### src/rtl/mgmt_spi_master_if.sv
// Request/response handshake and management SPI pins of mgmt_spi_master.
// The controller side uses modport master; the requester/SPI peer uses slave.
interface mgmt_spi_master_if;
  logic       req_valid;
  logic       req_ready;
  logic       req_write;
  logic [7:0] req_addr;
  logic [7:0] req_wdata;
  logic       rsp_valid;
  logic [7:0] rsp_rdata;
  logic       busy;
  logic       mgmt_clk;
  logic       mgmt_cs_n;
  logic       mgmt_mosi;
  logic       mgmt_miso;

  modport master (
    input  req_valid, req_write, req_addr, req_wdata, mgmt_miso,
    output req_ready, rsp_valid, rsp_rdata, busy, mgmt_clk, mgmt_cs_n, mgmt_mosi
  );

  modport slave (
    output req_valid, req_write, req_addr, req_wdata, mgmt_miso,
    input  req_ready, rsp_valid, rsp_rdata, busy, mgmt_clk, mgmt_cs_n, mgmt_mosi
  );
endinterface

### src/rtl/mgmt_spi_master.sv
// SPI mode-0 management master: one 24-bit frame (cmd, addr, data) per request.
// SPI pins are registered from the FSM state, so they trail the state by one clk.
module mgmt_spi_master #(
  parameter int CLK_DIV = 4
) (
  input  logic               clk,
  input  logic               rst_n,
  mgmt_spi_master_if.master  bus
);

  typedef enum logic [2:0] {IDLE, SETUP, SHIFT, DONE, GAP} state_t;

  localparam logic [7:0] DIV_LAST = 8'(CLK_DIV - 1);

  state_t      r_state, w_state_next;
  logic [7:0]  r_div_cnt, w_div_cnt_next;
  logic [4:0]  r_bit_cnt, w_bit_cnt_next;
  logic        r_phase_hi, w_phase_hi_next;
  logic [23:0] r_shift, w_shift_next;
  logic        r_write, w_write_next;
  logic [7:0]  r_rx;
  logic        r_miso_meta, r_miso_sync;
  logic        r_mgmt_clk, r_mgmt_cs_n, r_mgmt_mosi, r_rsp_valid;
  logic [7:0]  r_rsp_rdata;
  logic        w_clk_next, w_cs_n_next, w_mosi_next, w_rsp_valid_next;
  logic [7:0]  w_rsp_rdata_next;
  logic        w_div_last;
  logic        w_capture;

  assign w_div_last = (r_div_cnt == DIV_LAST);
  // Read data is sampled on the rising mgmt_clk edges of the last byte.
  assign w_capture  = w_clk_next && !r_mgmt_clk && (r_bit_cnt >= 5'd16);

  always_ff @(posedge clk or negedge rst_n) begin
    if (!rst_n) begin
      r_state     <= IDLE;
      r_div_cnt   <= 8'd0;
      r_bit_cnt   <= 5'd0;
      r_phase_hi  <= 1'b0;
      r_shift     <= 24'd0;
      r_write     <= 1'b0;
      r_rx        <= 8'd0;
      r_miso_meta <= 1'b0;
      r_miso_sync <= 1'b0;
      r_mgmt_clk  <= 1'b0;
      r_mgmt_cs_n <= 1'b1;
      r_mgmt_mosi <= 1'b0;
      r_rsp_valid <= 1'b0;
      r_rsp_rdata <= 8'd0;
    end else begin
      r_state     <= w_state_next;
      r_div_cnt   <= w_div_cnt_next;
      r_bit_cnt   <= w_bit_cnt_next;
      r_phase_hi  <= w_phase_hi_next;
      r_shift     <= w_shift_next;
      r_write     <= w_write_next;
      r_miso_meta <= bus.mgmt_miso;
      r_miso_sync <= r_miso_meta;
      if (w_capture) begin
        r_rx <= {r_rx[6:0], r_miso_sync};
      end
      r_mgmt_clk  <= w_clk_next;
      r_mgmt_cs_n <= w_cs_n_next;
      r_mgmt_mosi <= w_mosi_next;
      r_rsp_valid <= w_rsp_valid_next;
      r_rsp_rdata <= w_rsp_rdata_next;
    end
  end

  always_comb begin
    w_state_next     = r_state;
    w_div_cnt_next   = r_div_cnt;
    w_bit_cnt_next   = r_bit_cnt;
    w_phase_hi_next  = r_phase_hi;
    w_shift_next     = r_shift;
    w_write_next     = r_write;
    w_clk_next       = 1'b0;
    w_cs_n_next      = 1'b1;
    w_mosi_next      = 1'b0;
    w_rsp_valid_next = 1'b0;
    w_rsp_rdata_next = r_rsp_rdata;
    case (r_state)
      IDLE: begin
        if (bus.req_valid) begin
          w_state_next   = SETUP;
          w_div_cnt_next = 8'd0;
          w_write_next   = bus.req_write;
          w_shift_next   = {(bus.req_write ? 8'h02 : 8'h03), bus.req_addr,
                            (bus.req_write ? bus.req_wdata : 8'h00)};
        end
      end
      SETUP: begin
        w_cs_n_next = 1'b0;
        w_mosi_next = r_shift[23];
        if (w_div_last) begin
          w_state_next    = SHIFT;
          w_div_cnt_next  = 8'd0;
          w_bit_cnt_next  = 5'd0;
          w_phase_hi_next = 1'b1;
        end else begin
          w_div_cnt_next = r_div_cnt + 8'd1;
        end
      end
      SHIFT: begin
        w_cs_n_next = 1'b0;
        w_clk_next  = r_phase_hi;
        w_mosi_next = r_shift[23];
        if (w_div_last) begin
          w_div_cnt_next = 8'd0;
          // Advancing the shifter at the end of the high phase moves MOSI with the falling edge.
          if (r_phase_hi) begin
            w_phase_hi_next = 1'b0;
            w_shift_next    = {r_shift[22:0], 1'b0};
          end else if (r_bit_cnt == 5'd23) begin
            w_state_next = DONE;
          end else begin
            w_bit_cnt_next  = r_bit_cnt + 5'd1;
            w_phase_hi_next = 1'b1;
          end
        end else begin
          w_div_cnt_next = r_div_cnt + 8'd1;
        end
      end
      DONE: begin
        w_rsp_valid_next = 1'b1;
        w_rsp_rdata_next = r_write ? 8'h00 : r_rx;
        w_state_next     = GAP;
        w_div_cnt_next   = 8'd0;
      end
      GAP: begin
        if (w_div_last) begin
          w_state_next = IDLE;
        end else begin
          w_div_cnt_next = r_div_cnt + 8'd1;
        end
      end
      default: w_state_next = IDLE;
    endcase
  end

  assign bus.req_ready = (r_state == IDLE);
  assign bus.busy      = (r_state != IDLE);
  assign bus.mgmt_clk  = r_mgmt_clk;
  assign bus.mgmt_cs_n = r_mgmt_cs_n;
  assign bus.mgmt_mosi = r_mgmt_mosi;
  assign bus.rsp_valid = r_rsp_valid;
  assign bus.rsp_rdata = r_rsp_rdata;

endmodule

### src/flat_wrapper.sv
// flat-port wrapper written by rule: the top's interface ports become plain ports
module mgmt_spi_master_flat 
#(
  parameter int CLK_DIV = 4
)
  (clk, rst_n, bus_req_valid, bus_req_write, bus_req_addr, bus_req_wdata, bus_mgmt_miso, bus_req_ready, bus_rsp_valid, bus_rsp_rdata, bus_busy, bus_mgmt_clk, bus_mgmt_cs_n, bus_mgmt_mosi);
  mgmt_spi_master_if bus_i ();
  input  logic clk;
  input  logic rst_n;
  input wire logic [$bits(bus_i.req_valid)-1:0] bus_req_valid;
  input wire logic [$bits(bus_i.req_write)-1:0] bus_req_write;
  input wire logic [$bits(bus_i.req_addr)-1:0] bus_req_addr;
  input wire logic [$bits(bus_i.req_wdata)-1:0] bus_req_wdata;
  input wire logic [$bits(bus_i.mgmt_miso)-1:0] bus_mgmt_miso;
  output wire logic [$bits(bus_i.req_ready)-1:0] bus_req_ready;
  output wire logic [$bits(bus_i.rsp_valid)-1:0] bus_rsp_valid;
  output wire logic [$bits(bus_i.rsp_rdata)-1:0] bus_rsp_rdata;
  output wire logic [$bits(bus_i.busy)-1:0] bus_busy;
  output wire logic [$bits(bus_i.mgmt_clk)-1:0] bus_mgmt_clk;
  output wire logic [$bits(bus_i.mgmt_cs_n)-1:0] bus_mgmt_cs_n;
  output wire logic [$bits(bus_i.mgmt_mosi)-1:0] bus_mgmt_mosi;
  assign bus_i.req_valid = bus_req_valid;
  assign bus_i.req_write = bus_req_write;
  assign bus_i.req_addr = bus_req_addr;
  assign bus_i.req_wdata = bus_req_wdata;
  assign bus_i.mgmt_miso = bus_mgmt_miso;
  assign bus_req_ready = bus_i.req_ready;
  assign bus_rsp_valid = bus_i.rsp_valid;
  assign bus_rsp_rdata = bus_i.rsp_rdata;
  assign bus_busy = bus_i.busy;
  assign bus_mgmt_clk = bus_i.mgmt_clk;
  assign bus_mgmt_cs_n = bus_i.mgmt_cs_n;
  assign bus_mgmt_mosi = bus_i.mgmt_mosi;
  mgmt_spi_master #(.CLK_DIV(CLK_DIV)) u_core (.clk(clk), .rst_n(rst_n), .bus(bus_i));
endmodule
### config.mk
export PLATFORM = sky130hd
export DESIGN_NAME = mgmt_spi_master_flat
export DESIGN_NICKNAME = d
export VERILOG_FILES = /design/src/rtl/mgmt_spi_master_if.sv /design/src/rtl/mgmt_spi_master.sv /design/src/flat_wrapper.sv
export SDC_FILE = /design/constraint.sdc
export NUM_CORES = 1
export LEC_CHECK = 0
export BUFFER_PORTS_ARGS = -buffer_cell sky130_fd_sc_hd__buf_2
export CAP_MARGIN = 20
export CORE_MARGIN = 8
export CORE_UTILIZATION = 28
export DETAILED_ROUTE_END_ITERATION = 7
export MAX_ROUTING_LAYER = met4
export PLACE_DENSITY_LB_ADDON = 0.25
export SLEW_MARGIN = 10
export SYNTH_ARGS = -nofsm -noshare
export SYNTH_HDL_FRONTEND = slang
export SYNTH_SLANG_ARGS = --single-unit
export TNS_END_PERCENT = 10
### constraint.sdc
create_clock -name clk -period 2.22 [get_ports clk]
set_input_delay 0.444 -clock clk [delete_from_list [all_inputs] [get_ports clk]]
set_output_delay 0.444 -clock clk [all_outputs]
set_load 0.01 [all_outputs]
======== Yosys cells after proc, flatten, opt, wreduce, memory -nomap -nowiden ========
Cells that the tools add are included.
word-level totals
  output and inout bits ................... 14
  ROM bits ................................ 0
  bits in writable memories ............... 0
  memories kept ........................... 0
  logic and storage cells ................. 79
  bits of input ports ..................... 21
  register bits ........................... 64
  latch bits .............................. 0
operators by class
  shift-type cells ........................ 0
  order comparisons ....................... 1
  muxes and demuxes ....................... 32
  reduce and logical (&&, ||, !) cells .... 15
  multiply operators ...................... 0
  add/subtract/negate cells ............... 2
  bitwise logic cells ..................... 0
  divide/modulo/power cells ............... 0
  equality and inequality tests ........... 15
operator list
  operator                                                   count
  2-to-1 mux 24 bit                                          3
  case mux 24 bit (2 select lines)                           1
  2-to-1 mux 8 bit                                           5
  case mux 8 bit (4 select lines)                            1
  2-to-1 mux 5 bit                                           4
  2-to-1 mux 3 bit                                           6
  case mux 3 bit (5 select lines)                            1
  inequality test 2 x 1 -> 1 bit (second input constant)     5
  case mux 5 bit (2 select lines)                            1
  2-to-1 mux 1 bit                                           9
  adder 8 x 1 -> 8 bit (second input constant)               1
  == test 8 x 2 -> 1 bit (second input constant)             1
  inequality test 2 bit (second input constant)              4
  == test 3 x 2 -> 1 bit (second input constant)             2
  AND reduction 3 bit                                        2
  AND reduction 6 bit                                        1
  adder 5 x 1 -> 5 bit (second input constant)               1
  == test 5 bit (second input constant)                      1
  greater-or-equal comparator 5 bit (second input constant)  1
  AND reduction 5 bit                                        1
  AND reduction 4 bit                                        1
  nonzero test 2 bit                                         2
  nonzero test 4 bit                                         1
  == test 3 x 1 -> 1 bit (second input constant)             1
  8 further kinds                                            9

======== Longest topological paths before layout ========
Gate-level depths: netlist (run 1).
  word-level depth ........................ 5
  mapped depth ............................ 7
  depth with buffers taken out ............ 5

======== Worst setup path before layout (run 1) ========
OpenSTA, ideal clock, no wires.
  path type ............................... flip-flop to flip-flop
  start point ............................. reg u_core.r_div_cnt[1]
  end point ............................... reg u_core.r_bit_cnt[3]
  arrival ................................. 2278 ps
  library setup time ...................... 77 ps
  setup slack ............................. -135 ps
  clock period less this slack ............ 2355 ps
  path buffers ............................ 1
  data required time ...................... 2143 ps
  stages on the path, launching flop included .. 7
  path through ............................ dfrtp_1 > ha_1 > or4b_4 > or4_1 > clkbuf_2 > or4_1 > a21oi_1
between the ends
  cells in the longest elaborated chain, start to end .. 3
  elaborated cells between the ends (all ways) .. 4
  classes of those cells .................. 3 x eq/ne; 1 x reduce/logical
RTL lines
  element                                          RTL line               text
  start: declaration                               mgmt_spi_master.sv:16  logic [7:0] r_div_cnt, w_div_cnt_next;
  start signal: assignment                         mgmt_spi_master.sv:52  r_div_cnt <= w_div_cnt_next;
  == test 8 x 2 -> 1 bit (*)                       mgmt_spi_master.sv:30  assign w_div_last = (r_div_cnt == DIV_LAST);
  inequality test 2 x 1 -> 1 bit (no source line)  n/a
  AND reduction 5 bit (no source line) (*)         n/a
  end signal: assignment                           mgmt_spi_master.sv:53  r_bit_cnt <= w_bit_cnt_next;
  end: declaration                                 mgmt_spi_master.sv:17  logic [4:0] r_bit_cnt, w_bit_cnt_next;
Every way passes the cells marked *; elsewhere a longest branch is shown, timed or not.
A chain may end at the register's enable or synchronous reset.

======== Worst setup path in the final report (run 1) ========
  start point ............................. reg u_core.r_div_cnt[1]
  end point ............................... reg u_core.r_bit_cnt[4]
The elaborated chain is that of the path after synthesis.

==> impl_metrics.csv, run 1 <==
group,metric,value,unit
clocking,cts_hold_buf,0,
pwr,design_power_total,3.85,mW
yosys,synthFlopType,"dfrtp_1",
cells_and_area,final_common_cell,"dfrtp_1",
sta,fmax,0.454,GHz
placement,dpl_cell_area,3410,sq um
drt,wirelength,6150,um
yosys,synth_top_family_by_area,"simple AND/OR/NAND/NOR gates",
placement,placedCellCount,468,
yosys,synthAdderAreaFrac,0.857,%
sta,relSlewSlack,59.5,%
sta,setup_tns,0,ps
placement,dpl.hpwl,4500,um
cells_and_area,stdcell_area,3620,sq um
worst_setup_path,r2r_slack,20,ps
worst_setup_path,cp.required,2480,ps
global_route,grt_pass1_vias,2249,
cells_and_area,final_cell_mix,"dfrtp_1, nand2_1, o21ai_0",
placement,io_buffer_count,34,
worst_setup_path,end_kind,"flip-flop",
yosys,synth_compound_area_share,13.0,%
clocking,clk_latency,330,ps
worst_setup_path,crit_family,"simple AND/OR/NAND/NOR gates",
pwr,seq_power_share,41.5,%
clocking,tritoncts,"done",
drt,drt_first_iter_violations,114,
yosys,yosysUniqueCellTypes,41,
clocking,numCtsBuffers,9,
worst_setup_path,cp_num_buf_inv,0,
pwr,ir_worst_vdd,0.000372,V
floorplanning,core-area,10200,sq um
worst_setup_path,critPathArrivalTime,2460,ps
pwr,swShare,34.0,%
sta,finalHoldViolCount,0,
flow_run,maxCapViolCount,0,
yosys,ys.warnings.count,0,
floorplanning,num_io_pins,35,
yosys,async_flop_share,100,%
sta,min_period,2200,ps
placement,place_ws,-55.9,ps
yosys,synth-edff-count,0,
clocking,cts_root_buf,"clkbuf_8",
yosys,synthXorXnorAreaFrac,0.600,%
sta,drv_slew,0,
global_route,overflow,0,
cells_and_area,fill_cells,1035,
sta,rsz0062_at_grt,"true",
cells_and_area,areaGrowthSynthToFinish,24.0,%
pwr,p_leak,1.66,nW
worst_setup_path,crit_fanout,6,
drt,antenna_left,0,
floorplanning,initial_utilization,28.5,%
pwr,pwr-share-clk,24.9,%
sta,timing.hold.ws,73.5,ps
yosys,ys_seq_elements,64,
floorplanning,fp.dieH,118,um
sta,setup_ws,19.4,ps
sta,setup_viol,0,
yosys,synth_seq_area_share,54.9,%
yosys,muxShareOfSynthArea,6.98,%
global_route,antenna_found_initial,0,
placement,gp_congestion,0.816,
global_route,grt_max_degree,29,
cells_and_area,drive_above_1_share,27.7,%
clocking,h-tree-depth,3,
floorplanning,die_area,14000,sq um
drt,vias,2220,
hold_path,hp-class,"input port to async pin",
worst_setup_path,worstSetupPathType,"flip-flop to flip-flop",
pwr,powerDensity,1060,nW/um^2
yosys,syn_area,2920,sq um
run_status,status,"complete, no violations",
worst_setup_path,critPathMaxStageDelay,480,ps
sta,finalCritPeriodShare,99.1,%
cells_and_area,fin_cells,483,
drt,drtPass1Iterations,4,
global_route,grt_pass1_wl,10700,um
pwr,p_switching,1.31,mW
clocking,postCtsSetupBuffers,0,
drt,remaining_drc_errors,0,
floorplanning,std_cell_rows,37,
worst_setup_path,cp_slowest_cell,"or4_1",
yosys,yosys.area_share.simple,20.1,%
yosys,syn_inst,287,
sta,max_slew.worst_pin.slew,605,ps
clocking,clock_path_buffers,2,
worst_setup_path,cp-start-kind,"flip-flop",
clocking,cts_num_sinks,64,
cells_and_area,post-route-util,35.4,%
clocking,clk_pin_slew_worst_paths,70,ps
worst_setup_path,crit_chain,"ha_4 > or4b_4 > or4_4 > or4_1 > a21oi_1",
global_route,gr-usage-all-layers,9.56,%
pwr,internal_power,2.54,mW
drt,via_per_inst,4.60,
cells_and_area,final_nets,366,
yosys,syn-num-nets,310,
sta,skew,7.00,ps
drt,wl_per_cell,12.7,um
pwr,combPwrFrac,33.6,%
yosys,syn_area_per_cell,10.2,sq um
cells_and_area,insertedDiodeCount,0,
floorplanning,die_x,118,um
[final timing paths]
kind	startpoint	endpoint	cells after the start
setup / recovery	u_core.r_div_cnt[1]	u_core.r_bit_cnt[4]	5
hold / removal	rst_n	u_core.r_rx[7]	1
setup reg to reg	u_core.r_div_cnt[1]	u_core.r_bit_cnt[4]	5
hold reg to reg	u_core.r_miso_meta	u_core.r_miso_sync	0
max in group asynchronous	rst_n	u_core.bus.mgmt_cs_n	2
min in group clk	bus_mgmt_miso	u_core.r_miso_meta	1
[sequential cells by signal (all words and copies together), names as in the netlist]
signal and count:
u_core.bus.mgmt_cs_n 1, u_core.r_rx 8, u_core.bus.mgmt_mosi 1, u_core.bus.rsp_valid 1
u_core.r_state 3, u_core.r_div_cnt 8, u_core.r_bit_cnt 5, u_core.r_shift 24
u_core.r_miso_sync 1, u_core.r_write 1, u_core.bus.mgmt_clk 1, u_core.bus.rsp_rdata 8
u_core.r_phase_hi 1, u_core.r_miso_meta 1
[cells by family (layout without fill, tap and decap cells)]
logic type      Yosys count  after routing
compound gates           69             69
xor+xnor                  2              2
fa+ha+maj                 2              2
buf+inv                  20             80
flops                    64             64
mux                      19             19
simple gates            111            111
[synth_stat cells, drive strengths merged, types with 2 or more instances]
library cell	number	share of area [%]
mux2	11	4.2
or4	5	1.3
dfrtp	63	54
nand2	43	5.5
o21ai	36	6.2
nand3	7	1.2
nor3b	2	0.51
nand2b	10	2.1
and3	9	1.9
inv	6	0.77
clkbuf	13	2.4
and2	2	0.43
or3	4	0.90
nand3b	3	0.77
ha	2	0.86
a31oi	2	0.43
nor3	7	1.2
nor2	8	1.0
nand4	2	0.43
o31ai	4	1.0
a22o	2	0.60
nor4b	3	0.90
a21oi	21	3.6
mux2i	8	2.7
[power by group through the flow]
stage | Clock (mW) | Sequential (mW) | Combinational, mW
2_1_floorplan | 0 | 1.58 | 0.841
3_3_place_gp | 0 | 1.61 | 1.28
3_5_place_dp | 0 | 1.61 | 1.29
4_1_cts | 0.995 | 1.59 | 1.30
5_1_grt | 1.05 | 1.63 | 1.46
6_report | 0.958 | 1.60 | 1.30
[timing repair]
action,in CTS,in global routing
pin swaps,0,0
gates resized for setup,1,4
setup endpoints to repair,2,4
[area by class of cell]
| cell class | instances | area [sq um] | share of cell area (%) |
|---|---|---|---|
| Tap cell | 136 | 170 | 4.70 |
| Clock buffer | 11 | 141 | 3.91 |
| Multi-Input combinational cell | 203 | 1250 | 34.7 |
| Timing Repair Buffer | 59 | 383 | 10.6 |
| Sequential cell | 64 | 1600 | 44.3 |
| Inverter | 6 | 22.5 | 0.622 |
| Clock inverter | 4 | 45.0 | 1.24 |
[metal layers]
| metal | share of wire [%] | global-route usage (%) | vias up |
|---|---|---|---|
| met1 | 47 | 11.5 | 1048 |
| li1 | - | - | 1136 |
| met4 | 0.37 | 2.16 | 0 |
| met5 | 0 | - | - |
| met3 | 4.3 | 3.74 | 2 |
| met2 | 48 | 14.8 | 34 |
Note: power is estimated with default switching activity, not from simulation.
==> run 2: changes to the inputs <==
REMOVE_ABC_BUFFERS = 1   (was not set)
==> impl_metrics.csv, run 2 (synthesis results as in run 1) <==
group,metric,value,unit
floorplanning,fp.dieH,118,um
hold_path,hp-class,"input port to async pin",
pwr,powerDensity,1090,nW/um^2
clocking,cts_hold_buf,0,
cells_and_area,fin_cells,485,
floorplanning,initial_utilization,28.5,%
clocking,cts_num_sinks,64,
drt,wl_per_cell,12.5,um
floorplanning,die_x,118,um
floorplanning,core-area,10200,sq um
clocking,postCtsSetupBuffers,0,
worst_setup_path,cp-start-kind,"flip-flop",
global_route,antenna_found_initial,0,
cells_and_area,final_common_cell,"dfrtp_1",
sta,min_period,2180,ps
sta,max_slew.worst_pin.slew,648,ps
floorplanning,num_io_pins,35,
worst_setup_path,worstSetupPathType,"flip-flop to flip-flop",
sta,timing.hold.ws,123,ps
clocking,tritoncts,"done",
cells_and_area,largest_register_ffs,24,
cells_and_area,final_nets,367,
placement,dpl.hpwl,4410,um
drt,drtPass1Iterations,5,
flow_run,maxCapViolCount,0,
worst_setup_path,cp_slowest_cell,"or4_4",
worst_setup_path,crit_family,"simple AND/OR/NAND/NOR gates",
floorplanning,std_cell_rows,37,
clocking,numCtsBuffers,9,
sta,relSlewSlack,56.8,%
worst_setup_path,critPathMaxStageDelay,530,ps
floorplanning,die_area,14000,sq um
pwr,design_power_total,3.99,mW
placement,placedCellCount,469,
placement,gp_congestion,0.789,
sta,setup_tns,0,ps
global_route,gr-usage-all-layers,9.41,%
drt,drt_first_iter_violations,71,
sta,skew,10.8,ps
pwr,ir_worst_vdd,0.000484,V
drt,wirelength,6060,um
worst_setup_path,crit_chain,"ha_2 > or4b_4 > or4_4 > or4_4 > a21oi_2",
placement,io_buffer_count,34,
worst_setup_path,critPathArrivalTime,2450,ps
cells_and_area,fill_cells,1048,
drt,via_per_inst,4.68,
sta,finalCritPeriodShare,98.0,%
worst_setup_path,cp.required,2490,ps
global_route,overflow,0,
clocking,clock_path_buffers,2,
clocking,clk_latency,340,ps
sta,drv_slew,0,
cells_and_area,drive_above_1_share,28.7,%
cells_and_area,regMostFlops,"u_core.r_shift",
drt,vias,2269,
sta,fmax,0.460,GHz
cells_and_area,areaGrowthSynthToFinish,25.5,%
sta,setup_ws,44.5,ps
worst_setup_path,cp_num_buf_inv,0,
global_route,grt_pass1_vias,2263,
drt,remaining_drc_errors,0,
clocking,h-tree-depth,3,
global_route,grt_max_degree,32,
cells_and_area,final_cell_mix,"dfrtp_1, nand2_1, o21ai_0",
pwr,p_leak,1.68,nW
run_status,status,"complete, no violations",
placement,place_ws,-87.2,ps
drt,antenna_left,0,
sta,finalHoldViolCount,0,
worst_setup_path,crit_fanout,5,
clocking,clk_pin_slew_worst_paths,70,ps
sta,setup_viol,0,
clocking,cts_root_buf,"clkbuf_8",
cells_and_area,insertedDiodeCount,0,
sta,rsz0062_at_grt,"true",
global_route,grt_pass1_wl,10600,um
worst_setup_path,path_common_cell,"or4_4",
worst_setup_path,end_kind,"flip-flop",
-- run 2: area by class of cell --
type	count	area, sq um	share of cell area [%]
flip-flops and latches	64	1600	43.7
clock buffers	9	124	3.38
multi-input cells	203	1250	34.0
inverters	6	22.5	0.615
well taps	136	170	4.64
repair buffers	60	403	11.0
clock inverters	7	95.1	2.59
-- run 2: report_power, final --
group          switching [mW]  internal [mW]  leakage (nW)  total (mW)
sequential              0.158           1.42         0.848        1.58
clock                   0.467          0.633         0.110        1.10
combinational           0.729          0.585         0.718        1.31
-- run 2: path summary, 6_finish.rpt --
| kind | startpoint | endpoint | slack [ps] | cells after the start |
|---|---|---|---|---|
| max | u_core.r_div_cnt[0] | u_core.r_bit_cnt[3] | 40 | 5 |
| min | rst_n | u_core.r_shift[13] | 120 | 1 |
| max reg2reg | u_core.r_div_cnt[0] | u_core.r_bit_cnt[3] | 40 | 5 |
| min reg2reg | u_core.r_miso_meta | u_core.r_miso_sync | 360 | 0 |
| max in group asynchronous | rst_n | u_core.r_div_cnt[7] | 1560 | 2 |
| min in group clk | bus_mgmt_miso | u_core.r_miso_meta | 210 | 1 |
-- run 2: metrics by stage --
step                      util, %  instance area, sq um
after floorplan                 -                  2840
after detailed placement     33.5                  3420
after global placement       33.5                  3420
after global routing         35.8                  3660
final                        35.8                  3660
after CTS                    35.7                  3650
-- run 2: per-layer routing --
| layer | GRT usage [%] | vias up | wire length [um] |
|---|---|---|---|
| li1 | - | 1142 | - |
| met1 | 11.9 | 1075 | 3100 |
| met2 | 13.6 | 41 | 2640 |
| met3 | 2.59 | 11 | 189 |
| met4 | 4.24 | 0 | 125 |
| met5 | - | - | 0 |
-- run 2: what timing repair did --
action,CTS,global route
setup endpoints to repair,3,3
resized for setup,2,4
pin swaps,2,0
